--- src/rtl/mem_port_arbiter.sv ---
// rtl/mem_port_arbiter.sv - single-port RAM arbiter between instruction fetch and LSU
//
// Serialises IF reads and LSU reads/writes onto one synchronous RAM, one
// transaction in flight at a time (IDLE -> ISSUE -> [WAIT] -> DONE).
// Default policy: LSU priority, IF forced after STARVE_MAX consecutive LSU
// grants while IF waits. Build macro ARB_RR_EN selects round-robin instead.
//
// Ports:
//   CLK, N_RST                 clock, asynchronous active-low reset
//   IF_REQ/IF_ADDR/IF_FLUSH    fetch request, address, redirect abort
//   IF_ACK/IF_RDATA            fetch completion pulse and fetched word
//   LSU_REQ/WE/ADDR/WDATA      load/store request
//   LSU_ACK/LSU_RDATA          load/store completion pulse and load data
//   MEM_CE/WE/ADDR/WDATA       registered RAM command, active only in ISSUE
//   MEM_RDATA                  RAM read data, RD_LAT cycles after MEM_CE
//   OWNER                      0 = IF, 1 = LSU (current or last grant)

module mem_port_arbiter #(
   parameter int AW         = 11,
   parameter int DW         = 32,
   parameter int RD_LAT     = 1,
   parameter int STARVE_MAX = 4
) (
   input  logic          CLK,
   input  logic          N_RST,
   input  logic          IF_REQ,
   input  logic [AW-1:0] IF_ADDR,
   input  logic          IF_FLUSH,
   output logic          IF_ACK,
   output logic [DW-1:0] IF_RDATA,
   input  logic          LSU_REQ,
   input  logic          LSU_WE,
   input  logic [AW-1:0] LSU_ADDR,
   input  logic [DW-1:0] LSU_WDATA,
   output logic          LSU_ACK,
   output logic [DW-1:0] LSU_RDATA,
   output logic          MEM_CE,
   output logic          MEM_WE,
   output logic [AW-1:0] MEM_ADDR,
   output logic [DW-1:0] MEM_WDATA,
   input  logic [DW-1:0] MEM_RDATA,
   output logic          OWNER
);

   typedef enum logic [1:0] {IDLE, ISSUE, WAIT, DONE} state_t;

   state_t        state_q, state_d;
   logic          owner_q, owner_d;
   logic          mem_ce_q, mem_ce_d;
   logic          mem_we_q, mem_we_d;
   logic [AW-1:0] mem_addr_q, mem_addr_d;
   logic [DW-1:0] mem_wdata_q, mem_wdata_d;
   logic [1:0]    lat_q, lat_d;
   logic          flush_pend_q, flush_pend_d;
   logic          if_ack_q, if_ack_d;
   logic          lsu_ack_q, lsu_ack_d;
   logic [DW-1:0] if_buf_q, if_buf_d;
   logic [DW-1:0] if_rdata_q, if_rdata_d;
   logic [DW-1:0] lsu_rdata_q, lsu_rdata_d;
   logic          if_req_eff;
   logic          grant_lsu;
   logic          if_flush_now;
   logic          if_ack_eff;
`ifndef ARB_RR_EN
   logic [3:0]    starve_q, starve_d;
`endif

   // A flush in IDLE hides the fetch request for that cycle.
   assign if_req_eff = IF_REQ & ~IF_FLUSH;

`ifdef ARB_RR_EN
   assign grant_lsu = LSU_REQ & (~if_req_eff | ~owner_q);
`else
   assign grant_lsu = LSU_REQ & (~if_req_eff | (starve_q != 4'(STARVE_MAX)));
`endif

   // Only an IF-owned transaction can be flushed.
   assign if_flush_now = ~owner_q & (flush_pend_q | IF_FLUSH);

   // Fetch data is staged in if_buf_q so a flush arriving in DONE can still
   // suppress both the ACK and the IF_RDATA update in that same cycle.
   assign if_ack_eff = if_ack_q & ~if_flush_now;

   always_comb begin
      state_d      = state_q;
      owner_d      = owner_q;
      mem_ce_d     = 1'b0;
      mem_we_d     = 1'b0;
      mem_addr_d   = '0;
      mem_wdata_d  = '0;
      lat_d        = lat_q;
      flush_pend_d = flush_pend_q;
      if_ack_d     = 1'b0;
      lsu_ack_d    = 1'b0;
      if_buf_d     = if_buf_q;
      if_rdata_d   = if_rdata_q;
      lsu_rdata_d  = lsu_rdata_q;
`ifndef ARB_RR_EN
      starve_d     = starve_q;
`endif
      case (state_q)
         IDLE: begin
            flush_pend_d = 1'b0;
            if (if_req_eff | LSU_REQ) begin
               state_d     = ISSUE;
               owner_d     = grant_lsu;
               mem_ce_d    = 1'b1;
               mem_we_d    = grant_lsu & LSU_WE;
               mem_addr_d  = grant_lsu ? LSU_ADDR : IF_ADDR;
               mem_wdata_d = (grant_lsu & LSU_WE) ? LSU_WDATA : '0;
            end
`ifndef ARB_RR_EN
            // Counts LSU wins over a waiting fetch; anything else resets it.
            if (if_req_eff & grant_lsu)
               starve_d = (starve_q == 4'(STARVE_MAX)) ? starve_q : starve_q + 4'd1;
            else
               starve_d = '0;
`endif
         end
         ISSUE: begin
            flush_pend_d = if_flush_now;
            if (mem_we_q) begin
               lsu_ack_d = 1'b1;
               state_d   = DONE;
            end else begin
               lat_d   = 2'(RD_LAT - 1);
               state_d = WAIT;
            end
         end
         WAIT: begin
            flush_pend_d = if_flush_now;
            if (lat_q != 2'd0) begin
               lat_d = lat_q - 2'd1;
            end else if (if_flush_now) begin
               // Flushed fetch: the RAM read is done, drop it without an ACK.
               flush_pend_d = 1'b0;
               state_d      = IDLE;
            end else begin
               state_d = DONE;
               if (owner_q) begin
                  lsu_ack_d   = 1'b1;
                  lsu_rdata_d = MEM_RDATA;
               end else begin
                  if_ack_d = 1'b1;
                  if_buf_d = MEM_RDATA;
               end
            end
         end
         DONE: begin
            state_d      = IDLE;
            flush_pend_d = 1'b0;
            if (if_ack_eff)
               if_rdata_d = if_buf_q;
         end
         default: state_d = IDLE;
      endcase
   end

   always_ff @(posedge CLK or negedge N_RST) begin
      if (!N_RST) begin
         state_q      <= IDLE;
         owner_q      <= 1'b0;
         mem_ce_q     <= 1'b0;
         mem_we_q     <= 1'b0;
         mem_addr_q   <= '0;
         mem_wdata_q  <= '0;
         lat_q        <= '0;
         flush_pend_q <= 1'b0;
         if_ack_q     <= 1'b0;
         lsu_ack_q    <= 1'b0;
         if_buf_q     <= '0;
         if_rdata_q   <= '0;
         lsu_rdata_q  <= '0;
`ifndef ARB_RR_EN
         starve_q     <= '0;
`endif
      end else begin
         state_q      <= state_d;
         owner_q      <= owner_d;
         mem_ce_q     <= mem_ce_d;
         mem_we_q     <= mem_we_d;
         mem_addr_q   <= mem_addr_d;
         mem_wdata_q  <= mem_wdata_d;
         lat_q        <= lat_d;
         flush_pend_q <= flush_pend_d;
         if_ack_q     <= if_ack_d;
         lsu_ack_q    <= lsu_ack_d;
         if_buf_q     <= if_buf_d;
         if_rdata_q   <= if_rdata_d;
         lsu_rdata_q  <= lsu_rdata_d;
`ifndef ARB_RR_EN
         starve_q     <= starve_d;
`endif
      end
   end

   assign IF_ACK    = if_ack_eff;
   assign IF_RDATA  = if_ack_eff ? if_buf_q : if_rdata_q;
   assign LSU_ACK   = lsu_ack_q;
   assign LSU_RDATA = lsu_rdata_q;
   assign MEM_CE    = mem_ce_q;
   assign MEM_WE    = mem_we_q;
   assign MEM_ADDR  = mem_addr_q;
   assign MEM_WDATA = mem_wdata_q;
   assign OWNER     = owner_q;

endmodule
--- config.mk ---
export PLATFORM = sky130hd
export DESIGN_NAME = mem_port_arbiter
export DESIGN_NICKNAME = d
export VERILOG_FILES = /design/src/rtl/mem_port_arbiter.sv
export SDC_FILE = /design/constraint.sdc
export NUM_CORES = 1
export LEC_CHECK = 0
export BUFFER_PORTS_ARGS = -buffer_cell sky130_fd_sc_hd__buf_2
export CORE_MARGIN = 3
export CORE_UTILIZATION = 51
export DETAILED_ROUTE_END_ITERATION = 8
export PLACE_DENSITY = 0.91
export SLEW_MARGIN = 15
export SYNTH_ARGS = -nofsm -noshare
export SYNTH_HDL_FRONTEND = slang
export SYNTH_SLANG_ARGS = --single-unit
--- constraint.sdc ---
create_clock -name CLK -period 2.4 [get_ports CLK]
set_clock_uncertainty 0.05 [all_clocks]
set_input_delay 0.48 -clock CLK [delete_from_list [all_inputs] [get_ports CLK]]
set_output_delay 0.48 -clock CLK [all_outputs]
set_load 0.01 [all_outputs]
# After elaboration in Yosys (flattened, before gate mapping)
# Index checks and enable logic that the tools add are counted.
# totals
in_bits	92
out_inout_bits	112
wordCells	82
register_bits	153
# classes
n_addsub	2
n_eq_ne	10
bitwise_logic	14
reduce_logical	10
muxes	32
# ops
cell	n
32-bit two-way mux	4
11-bit two-way mux	3
1-bit two-way mux	14
2-bit two-way mux	5
2-bit != test (second input constant)	5
4-bit two-way mux	2
2-bit case mux with 4 select lines	1
4-bit AND reduction	2
1-bit AND	6
2-bit AND reduction	3
1-bit NOT	5
4-bit by 1-bit adder with 4-bit output (second input constant)	1
2-bit == test (second input constant)	2
4-bit by 3-bit == test with 1-bit output (second input constant)	1
4-bit by 3-bit != test with 1-bit output (second input constant)	1
2-bit case mux with 2 select lines	1
2-bit nonzero test	2
1-bit bitwise OR	3
1-bit case mux with 3 select lines	1
3-bit AND reduction	1
2-bit by 1-bit == test with 1-bit output (second input constant)	1
2-bit logical NOT	1
1-bit case mux with 2 select lines	1
2-bit OR reduction	1
2-bit by 1-bit subtractor with 2-bit output (second input constant)	1

# Depth between registers and ports, before layout
# depth
depth_word	9
depth_mapped	7
ltp_nobuf	5

# Worst setup path after synthesis
# No wires, ideal clock.
# synth_path
path_kind	flip-flop to output port
from	register owner_q (netlist: OWNER)
to	output port IF_RDATA[10]
setup_slack_ns	0.456
path_buffers	1
t_arrival_ns	1.414
path_stages_with_launch	5
required_ns	1.870
cell_sequence	dfrtp_1 > o21bai_2 > nand2_2 > buf_2 > mux2_2
# synth_via
elab_chain_len	5
# synth_rtl
item	line	source
start: declaration	48	logic owner_q, owner_d;
start signal: assignment	179	owner_q <= owner_d;
1-bit NOT (no source line)	n/a	
1-bit AND	78	assign if_flush_now = ~owner_q & (flush_pend_q | IF_FLUSH);
1-bit NOT (no source line)	n/a	
1-bit AND	82	assign if_ack_eff = if_ack_q & ~if_flush_now;
32-bit two-way mux	n/a	
end: declaration	30	output logic [DW-1:0] IF_RDATA,
# Every way passes these cells.

# Final worst setup path
# layout_path
from	register owner_q (netlist: OWNER)
to	output port IF_RDATA[19]
# Same word-level chain as after synthesis.

==> results by stage <==
Detailed routing:
- The aggregate routed wire length is about 15 mm.
- The number of iterations in the first detailed-routing pass is 4.
- The per-cell via count in the routed design is about 5.2.
- The routed layout has ~4.5k vias.
- The detail route stage leaves a number of antenna-violating nets equal to 0.
- Dividing the detail-routed wire length by the instance count gives roughly 18 um.
- The DRC violation total after the first TritonRoute iteration is 319.
- The number of remaining DRC errors is 0.

Timing:
- Static timing analysis puts the maximum clock frequency at 0.4259 GHz.
- The final count of pins violating max slew is 0.
- The shortest period the worst path allows is 2.348 ns.
- Setup repair after global routing could not meet its margin everywhere.
- The final-report hold violation count is 0.
- The setup violation total in the final timing report is 0.
- The worst-margin pin slew is around 0.56 ns.
- The worst max-slew margin expressed relative to the limit is 0.6241.
- The final period utilization is 0.9782.
- After layout, the worst setup slack is approximately 0.052 ns.

Synthesis:
- The share of synthesized area in the top cell type comes to 0.5960.
- Sorting the synthesized cells by how often they occur yields 153 x sky130_fd_sc_hd__dfrtp_1, 124 x sky130_fd_sc_hd__mux2_2, 32 x sky130_fd_sc_hd__and2_1, 18 x sky130_fd_sc_hd__nand2_1, 17 x sky130_fd_sc_hd__a21oi_1.
- The mean cell area of the mapped netlist is 14.15 um^2.
- The library cell with the largest summed area after synthesis is sky130_fd_sc_hd__dfrtp_1.
- sky130_fd_sc_hd__dfrtp_1 is the most common cell in the netlist.
- The number of distinct library cells after synthesis is 42.
- The synthesis-stage register bit count is between 150 and 200.
- The sequential-to-total area share from yosys stat is 0.5960.
- The total nets after synthesis is about 550.
- The main flop type after synthesis is sky130_fd_sc_hd__dfrtp_1.
- In the synthesized netlist the async set-or-reset flop fraction comes to 1.000.
- In this run the cell area of the synthesized design comes to roughly 6400 um^2.
- The synthesized instance count is between 400 and 500.
- In this run, synthesis inferred 0 flip-flops with an integrated enable.
- Ranked by total cell area, the synthesized netlist is headed by sky130_fd_sc_hd__dfrtp_1 60%, sky130_fd_sc_hd__mux2_2 22%, sky130_fd_sc_hd__and2_1 3.1%.
- For this run, the number of Yosys warnings is 0.

Setup path:
- The critical path startpoint category is a flop.
- STA puts the critical path data required time at 1.87 ns.
- The largest fanout on the critical path is 7.
- The largest single stage delay on the critical path is between 0.4 and 0.5 ns.
- Traced cell by cell, the critical path runs through o21bai_4 -> nand2_4 -> clkbuf_16 -> mux2_2 -> buf_6.
- The arrival time of data at the critical path endpoint is 1.82 ns.
- STA classifies the critical path endpoint as an output pin.
- The critical path class is reg -> out.
- The slowest stage of the critical path is the sky130_fd_sc_hd__dfrtp_2 cell.

Placement:
- The congestion estimate from routability-driven global placement came to 0.7874.
- The worst setup slack before clock tree synthesis is about 0.3 ns.
- Detailed placement finished with a half-perimeter wire length of roughly 10 mm.
- The count of port buffers added during placement is roughly 200.

Floorplanning:
- The initialized floorplan defines 40 standard-cell rows.
- The I/O pin count is slightly above 200.
- From bottom edge to top edge, the die measures 118.2 um.
- The core area is 12160 um^2.
- The floorplan step set the die width to 118.2 um.
- The die area is 13980 um^2.
- The effective utilization at floorplan is 0.5282.

Pwr:
- In this run the power density over the cells is between 1000 and 1500 nW/um^2.
- IR analysis of the VDD net gives a maximum drop of between 0.6 and 0.7 mV.
- The analysis attributes to cell leakage a power of ~4.4 nW.
- After layout, the design draws a total of roughly 10 mW.

Job:
- The number of maximum-capacitance constraint violations is 0.

Global routing:
- The maximum number of pins on one net before global-route repair is 54.
- The global-route usage over all layers is 0.2101.
- The global-route wire length before repair is between 20 and 25 mm.
- The remaining global-route overflow is 0.
- The initial antenna violation count was 0.
- The via count of the first global-routing pass was between 4k and 5k.

Finish:
- The layout overhead on the synthesized area is 32.57%.
- In the final layout, the share of cells above drive strength 1 is 0.5609.
- The area used by multi-input combinational logic is between 2000 and 2500 um^2.
- 0 antenna diodes ended up in the layout.
- The total number of nets in the final design is slightly below 800.
- Fill cells in the final layout number between 800 and 900.
- The sequential cells in the finished layout cover a total of between 3000 and 4000 um^2.

Clock network:
- The clock tree from TritonCTS is built.
- Clock-pin slew was measured on the worst setup and hold paths at 0.06 ns.
- Counting every sink on the clock net gives 153.
- The largest buffer count on any clock path is 2.
- At the later pin of the worst-skew pair, clock insertion delay measures between 0.4 and 0.5 ns.
- The root buffer cell is sky130_fd_sc_hd__clkbuf_16.
- The maximum level of the CTS H-tree is 4.
- The number of clock buffers added by TritonCTS is 17.

Min path:
- The class of the tightest hold or removal check is in -> reg.

Outcome:
- The run finished with clean final reports.
[timing repair]
| item | in CTS | in global routing |
|---|---|---|
| hold buffers | 1 | 0 |
| buffers inserted | 1 | 1 |
| resized for setup | 3 | 30 |
| setup endpoints to repair | 30 | 31 |
| cloned | 1 | 2 |
| hold endpoints to repair | 48 | 0 |
| pin swaps | 0 | 2 |
[critical path: cells and delay by family (launching register included)]
kind,cells,cell delay (ns)
AOI/OAI and AO/OA,1,0.19
muxes,1,0.34
and+or+nand+nor,1,0.16
buffers and inverters,2,0.31
DFF,1,0.41
[registers in the layout, summed over array words and instances (netlist names)]
signal / cells
LSU_ACK: 1
MEM_WE: 1
state_q: 2
if_ack_q: 1
lat_q: 2
OWNER: 1
if_buf_q: 32
flush_pend_q: 1
MEM_CE: 1
if_rdata_q: 32
MEM_WDATA: 32
MEM_ADDR: 11
LSU_RDATA: 32
starve_q: 4
[power breakdown]
group	internal (mW)	leakage (nW)	switching, mW	total (mW)
Sequential	3.51	1.97	0.531	4.04
Combinational	1.90	2.15	1.53	3.42
Clock	1.92	0.306	0.975	2.89
[metal layers]
metal	GRT usage	part of all wire
met1	0.2521	0.40
met2	0.3569	0.52
met3	0.06077	0.064
met4	0.08425	0.019
met5	0	0
[worst paths after layout]
kind	startpoint	to	slack [ns]	cells past startpoint
setup / recovery	OWNER	IF_RDATA[19]	0.05	5
hold / removal	LSU_WDATA[1]	MEM_WDATA[1]	0.22	2
setup reg to reg	state_q[0]	if_buf_q[14]	0.29	6
hold reg to reg	LSU_RDATA[4]	LSU_RDATA[4]	0.45	1
max in group asynchronous	N_RST	if_rdata_q[16]	1.13	3
min in group asynchronous	N_RST	MEM_WDATA[31]	0.53	2
[placed cells by master, fill, tap and decap left out, types with 2 or more instances in the layout]
cell and n:
sky130_fd_sc_hd__a21o_1 12, sky130_fd_sc_hd__a21oi_1 17, sky130_fd_sc_hd__and2_1 32, sky130_fd_sc_hd__and3_1 2, sky130_fd_sc_hd__buf_12 3, sky130_fd_sc_hd__buf_2 188, sky130_fd_sc_hd__buf_4 13, sky130_fd_sc_hd__buf_6 16
sky130_fd_sc_hd__bufinv_16 5, sky130_fd_sc_hd__clkbuf_1 3, sky130_fd_sc_hd__clkbuf_16 19, sky130_fd_sc_hd__clkbuf_8 3, sky130_fd_sc_hd__clkinvlp_4 2, sky130_fd_sc_hd__dfrtp_1 151, sky130_fd_sc_hd__dfrtp_2 2, sky130_fd_sc_hd__ha_1 8
sky130_fd_sc_hd__inv_1 11, sky130_fd_sc_hd__mux2_1 5, sky130_fd_sc_hd__mux2_2 111, sky130_fd_sc_hd__mux2_4 13, sky130_fd_sc_hd__nand2_1 18, sky130_fd_sc_hd__nand3_2 2, sky130_fd_sc_hd__nor2_1 4, sky130_fd_sc_hd__nor3_1 3
sky130_fd_sc_hd__o211ai_1 11, sky130_fd_sc_hd__o31ai_1 2
[final cells by class]
class | count | share of cell area
inverters | 11 | 0.004849
well taps | 168 | 0.02468
repair buffers | 224 | 0.1604
multi-input cells | 263 | 0.2846
clock inverters | 7 | 0.01939
flip-flops and latches | 153 | 0.4499
clock buffers | 23 | 0.05613
[cells by family (layout without fill, tap and decap cells)]
kind of cell,Yosys count,after routing,synth area share
AO/OA/AOI/OAI,56,56,0.06272
flip-flops,153,153,0.5960
AND/OR/NAND/NOR,70,70,0.06253
multiplexers,129,129,0.2261
adder cells (fa/ha/maj),8,8,0.01558
buffers and inverters,38,265,0.03701
[stage by stage]
step / utilization / cell area, um^2 / std cells / setup TNS [ns] / hold slack [ns]
after floorplan: - / 6424 / 454 / 0 / 0.1344
after global routing: 0.7002 / 8516 / 849 / -0.03068 / 0.2047
after detailed placement: 0.6261 / 7615 / 813 / 0 / 0.4030
after global placement: 0.6261 / 7615 / 813 / 0 / 0.3944
after CTS: 0.6832 / 8309 / 846 / 0 / 0.1956
final: 0.7002 / 8516 / 849 / 0 / 0.2242
Note: power is estimated with default switching activity, not from simulation.
